<file path="src/rtl/neuron_mac.sv">
// Single-neuron multiply-accumulate engine: streams activations, reads matching
// weights from a 1-cycle-latency memory, accumulates, adds bias, ReLU + saturate.
module neuron_mac #(
  parameter int numWeight = 784,
  parameter int addrWidth = 10,
  parameter int dataWidth = 16,
  parameter int fracBits  = 8,
  parameter int accWidth  = 2*dataWidth + addrWidth
) (
  input  logic                 clk,
  input  logic                 rst,
  input  logic                 in_valid,
  output logic                 in_ready,
  input  logic [dataWidth-1:0] in_data,
  input  logic [dataWidth-1:0] bias,
  output logic                 ren,
  output logic [addrWidth-1:0] raddr,
  input  logic [dataWidth-1:0] win,
  output logic                 out_valid,
  output logic [dataWidth-1:0] out_data
);

  localparam int prodWidth = 2*dataWidth;

  typedef enum logic [1:0] {ACC, DRAIN, OUT} state_t;

  state_t                       state_reg, state_next;
  logic [addrWidth-1:0]         cnt_reg;
  logic                         v1_reg, l1_reg;
  logic [dataWidth-1:0]         d1_reg;
  logic                         v2_reg, l2_reg;
  logic [prodWidth-1:0]         p2_reg;
  logic signed [accWidth-1:0]   acc_reg;
  logic                         fin_reg;
  logic [dataWidth-1:0]         out_data_reg;

  logic                         accept;
  logic                         is_last;
  logic [prodWidth-1:0]         prod_next;
  logic signed [accWidth-1:0]   acc_next;
  logic signed [accWidth-1:0]   bias_scaled;
  logic signed [accWidth-1:0]   sum_next;
  logic signed [accWidth-1:0]   res_next;
  logic [dataWidth-1:0]         act_next;

  localparam logic signed [accWidth-1:0] maxPos =
    {{(accWidth-dataWidth+1){1'b0}}, {(dataWidth-1){1'b1}}};

  assign in_ready  = (state_reg == ACC) && !rst;
  assign accept    = in_valid && in_ready;
  assign ren       = accept;
  assign raddr     = cnt_reg;
  assign is_last   = (cnt_reg == addrWidth'(numWeight - 1));
  assign out_valid = (state_reg == OUT);
  assign out_data  = out_data_reg;

  // Sign-extend both operands to full product width so the low bits are the signed product.
  assign prod_next = {{dataWidth{d1_reg[dataWidth-1]}}, d1_reg} *
                     {{dataWidth{win[dataWidth-1]}}, win};

  always_comb begin
    acc_next    = acc_reg + signed'({{(accWidth-prodWidth){p2_reg[prodWidth-1]}}, p2_reg});
    bias_scaled = signed'({{(accWidth-dataWidth){bias[dataWidth-1]}}, bias}) <<< fracBits;
    sum_next    = acc_next + bias_scaled;
    res_next    = sum_next >>> fracBits;
    act_next    = res_next[dataWidth-1:0];
    if (res_next[accWidth-1])
      act_next = '0;
    else if (res_next > maxPos)
      act_next = maxPos[dataWidth-1:0];
  end

  always_comb begin
    state_next = state_reg;
    case (state_reg)
      ACC:     if (accept && is_last) state_next = DRAIN;
      DRAIN:   if (fin_reg)           state_next = OUT;
      OUT:                            state_next = ACC;
      default:                        state_next = ACC;
    endcase
  end

  always_ff @(posedge clk) begin
    if (rst) begin
      state_reg    <= ACC;
      cnt_reg      <= '0;
      v1_reg       <= 1'b0;
      l1_reg       <= 1'b0;
      d1_reg       <= '0;
      v2_reg       <= 1'b0;
      l2_reg       <= 1'b0;
      p2_reg       <= '0;
      acc_reg      <= '0;
      fin_reg      <= 1'b0;
      out_data_reg <= '0;
    end else begin
      state_reg <= state_next;
      if (accept)
        cnt_reg <= is_last ? '0 : cnt_reg + 1'b1;

      v1_reg <= accept;
      l1_reg <= accept && is_last;
      if (accept)
        d1_reg <= in_data;

      v2_reg <= v1_reg;
      l2_reg <= l1_reg;
      if (v1_reg)
        p2_reg <= prod_next;

      // fin_reg marks the cycle after the result landed, letting DRAIN hand over to OUT.
      fin_reg <= v2_reg && l2_reg;
      if (v2_reg) begin
        if (l2_reg) begin
          acc_reg      <= '0;
          out_data_reg <= act_next;
        end else begin
          acc_reg <= acc_next;
        end
      end
    end
  end

endmodule

</file>
<file path="config.mk">
export PLATFORM = sky130hd
export DESIGN_NAME = neuron_mac
export DESIGN_NICKNAME = d
export VERILOG_FILES = /design/src/rtl/neuron_mac.sv
export SDC_FILE = /design/constraint.sdc
export NUM_CORES = 1
export LEC_CHECK = 0
export ABC_AREA = 1
export BUFFER_PORTS_ARGS = -buffer_cell sky130_fd_sc_hd__buf_2
export CAP_MARGIN = 15
export CORE_AREA = 2 2 239 241
export CTS_CLUSTER_SIZE = 20
export DETAILED_ROUTE_END_ITERATION = 6
export DIE_AREA = 0 0 241 243
export PLACE_DENSITY = 0.56
export SYNTH_ARGS = -nofsm -noshare
export SYNTH_HDL_FRONTEND = slang
export SYNTH_SLANG_ARGS = --single-unit
</file>
<file path="constraint.sdc">
create_clock -name clk -period 22.3 [get_ports clk]
set_clock_uncertainty 0.1 [all_clocks]
set_input_delay 4.46 -clock clk [delete_from_list [all_inputs] [get_ports clk]]
set_output_delay 4.46 -clock clk [all_outputs]
set_load 0.005 [all_outputs]
</file>
==> impl_metrics.ini <==
[floorplan]
io_pins = 80
die_w_um = 241
core_area_um2 = 55950
num_rows = 87
die_h_um = 243
dieArea_um2 = 58560
initial_core_util_pct = 34.78

[clock_network]
clock_latency_ns = 0.46
cts_resized = 0
htree_num_levels = 4
clockBufferDepth = 2
cts_setup_buffers = 0
postCtsHoldBufs = 0
clock_sinks = 123
numCtsBuffers = 17
clkTransAtPathRegs_ns = 0.06
cts_tree = built
cts-root-buf = clkbuf_16

[finish]
area_delta_synth_final_pct = 8.687
largest_reg_flops = 42
nFillCells = 6093
fin_util_pct = 37.80
nNetsFinal = 3284
drive_gt1_share_pct = 5.522
antennaDiodeCount = 0

[critical_path]
crit_top_cell = buf_4
slowest_stage = buf_4
cp.required_ns = 17.74
cp_max_fo = 35
cp.arrival_ns = 5.57
cp-end-kind = output pin
critPathBufInv = 4
setup.worst_path.start_class = primary input
crit_family = buffers and inverters
cp_cell_sequence = buf_4 -> nor3_1 -> nand2_1 -> buf_4 -> clkinv_1 -> buf_2
cp_slowest_stage_delay_ns = 0.33
crit_type = primary input to output pin
r2r_slack_ns = 15.58

[route]
vias_per_cell = 4.569
vias = 16360
drt_drc_violations_left = 0
antenna_left = 0
drt_wl_total_um = 48720
drtIter0Drc = 876
routedWlPerCell_um = 13.60
dr.pass1.iters = 5

[sta]
relSlewSlack_pct = 33.83
rsz0062_at_grt = false
period_share_pct = 45.43
hold_ws_ns = 0.3010
finalSetupTns_ns = 0
setup_viol = 0
final.setup.worst_slack_ns = 12.17
worst_slew_pin_slew_ns = 0.9926
slew_viol_final = 0
fin_crit_ns = 10.13
hold_viol = 0
max_freq_ghz = 0.09871

[min_path]
min_path_type = flop to flop

[grt]
antenna_found_initial = 0
grt_pass1_wl_um = 83210
grt_max_degree = 81
grt_pass1_vias = 16500
grt-ovfl-total = 0
grtUsageTotal_pct = 17.80

[power]
p_seq_share_pct = 15.5
power.total_mw = 1.633
sw_frac_of_total_pct = 50.00
power.density_nw_per_um2 = 77.21
switching_power_mw = 0.8165
power_leakage_nw = 11.39
clkPwrFrac_pct = 17.4
vdd_drop_max_v = 0.00007871
p_int_mw = 0.8165
power_frac_comb_pct = 67.0

[synth]
synth_cell_types = 45
mappedNetlistArea_um2 = 19460
syn_avg_cell_area_um2 = 6.962
yosysWarnings = 0
ys_seq_elements = 123
seq_area_frac_synth_pct = 12.65
synth_cells = 2795
synth_nets = 3267

[run]
cap_violations = 0

[outcome]
status = complete, no violations

[placement]
gp_congestion = 0.8972
port_buffers = 79
place_ws_ns = 11.76
dp_hpwl_um = 40150
-- stage by stage --
stage / instances / area, um2
6_report: 3581 / 21150
2_1_floorplan: 2795 / 19460
3_5_place_dp: 3548 / 20530
5_1_grt: 3581 / 21150
3_3_place_gp: 3548 / 20530
4_1_cts: 3580 / 21120
-- final timing paths --
| path | start | cells after the start | to |
|---|---|---|---|
| setup / recovery | rst | 6 | ren |
| setup reg to reg | d1_reg[15] | 19 | p2_reg[31] |
| hold / removal | l1_reg | 2 | l2_reg |
| hold reg to reg | l1_reg | 2 | l2_reg |
-- synthesized netlist by cell type, drive strengths merged --
| cell | number | area [um2] |
|---|---|---|
| a211oi | 3 | 22.52 |
| or2 | 7 | 43.79 |
| a31oi | 5 | 31.28 |
| fa | 264 | 5285 |
| xnor2 | 35 | 306.5 |
| nand2 | 788 | 2978 |
| o21a | 2 | 15.01 |
| and2 | 11 | 68.82 |
| clkinv | 2 | 7.510 |
| buf | 5 | 33.78 |
| clkbuf | 90 | 337.8 |
| nor3b | 1 | 7.510 |
| inv | 641 | 2406 |
| nand3b | 7 | 52.55 |
| o211a | 1 | 10.01 |
| nor2 | 174 | 660.6 |
| and3 | 1 | 6.260 |
| dfxtp | 123 | 2462 |
| o211ai | 14 | 110.1 |
| ha | 157 | 1964 |
| o21bai | 8 | 71.32 |
| o311ai | 1 | 8.760 |
| xor2 | 39 | 341.6 |
| nand4 | 16 | 100.1 |
| nor4 | 5 | 31.28 |
| o221ai | 5 | 43.79 |
| a21boi | 3 | 22.52 |
| a21oi | 203 | 1069 |
| a21o | 11 | 82.58 |
| o21ai | 94 | 470.5 |
| a2bb2oi | 1 | 8.760 |
| nor3 | 22 | 115.1 |
| nand3 | 56 | 285.3 |
-- power groups by stage --
stage | logic (mW) | registers [mW] | clock network, mW
after floorplan | 0.850 | 0.248 | 0
after global placement | 1.10 | 0.259 | 0
after detailed placement | 1.10 | 0.259 | 0
after CTS | 1.11 | 0.254 | 0.294
after global routing | 1.28 | 0.256 | 0.302
final | 1.09 | 0.254 | 0.285
-- worst reg2reg max path, cell delays in order, from the launching register on --
cell     delay, ns
dfxtp_1       0.79
nand2_1       0.26
fa_1          0.76
inv_1         0.14
fa_1          0.54
inv_1         0.31
fa_1          0.51
fa_1          0.54
inv_1         0.05
fa_1          0.47
fa_1          0.49
ha_1          0.37
nand2_1       0.14
nor3_1        0.31
nand4_1       0.15
nand3_1       0.20
a31oi_1       0.13
xor2_1        0.15
o21ai_0       0.14
inv_1         0.05
-- per-layer routing --
metal / GRT usage, % / up-vias / share of wire (%)
met5: 0 / - / 0
met4: 5.138 / 0 / 2.0
met3: 2.502 / 53 / 3.5
met2: 29.05 / 262 / 47
met1: 24.40 / 7607 / 48
li1: - / 8441 / -
-- cell type report --
cell class | count | area (um2) | share of cell area, %
inverter | 643 | 2414 | 11.41
tap | 756 | 945.9 | 4.472
clock buffer | 23 | 478.0 | 2.260
multi-input combinational | 1934 | 14210 | 67.21
sequential | 123 | 2462 | 11.64
timing repair buffer | 93 | 523.0 | 2.473
clock inverter | 9 | 112.6 | 0.5324
-- cells in the final DEF, fill, tap and decap left out, types with 2 or more instances in the layout --
cell type	count
clkinv_1	2
nor2_2	4
o21bai_1	7
xor2_1	39
a21boi_0	3
nand2_2	5
a211oi_1	3
fa_1	264
bufinv_16	2
nand4_1	16
nand2_1	782
buf_4	14
o21ai_0	91
o21a_1	2
ha_1	157
nand3_1	55
clkbuf_1	3
o21ai_1	3
inv_1	640
and2_1	11
nor3_1	21
a21o_1	11
buf_2	78
dfxtp_1	123
clkbuf_16	17
a21oi_2	11
clkbuf_8	3
nand3b_1	7
nor2_1	170
a21oi_1	191
o211ai_1	13
nor4_1	5
or2_2	7
o221ai_1	5
a31oi_1	5
xnor2_1	35
clkinvlp_4	4
-- kinds of logic (layout without fill, tap and decap cells) --
group,Yosys count,count (layout),share of synthesized area [%]
AO/OA/AOI/OAI,351,351,10.10
XOR/XNOR,74,74,3.331
adder cells (fa/ha/maj),421,421,37.25
buffers and inverters,738,768,14.31
flip-flops,123,123,12.65
AND/OR/NAND/NOR,1088,1088,22.35
No activity file was read; power rests on OpenSTA's default activity.
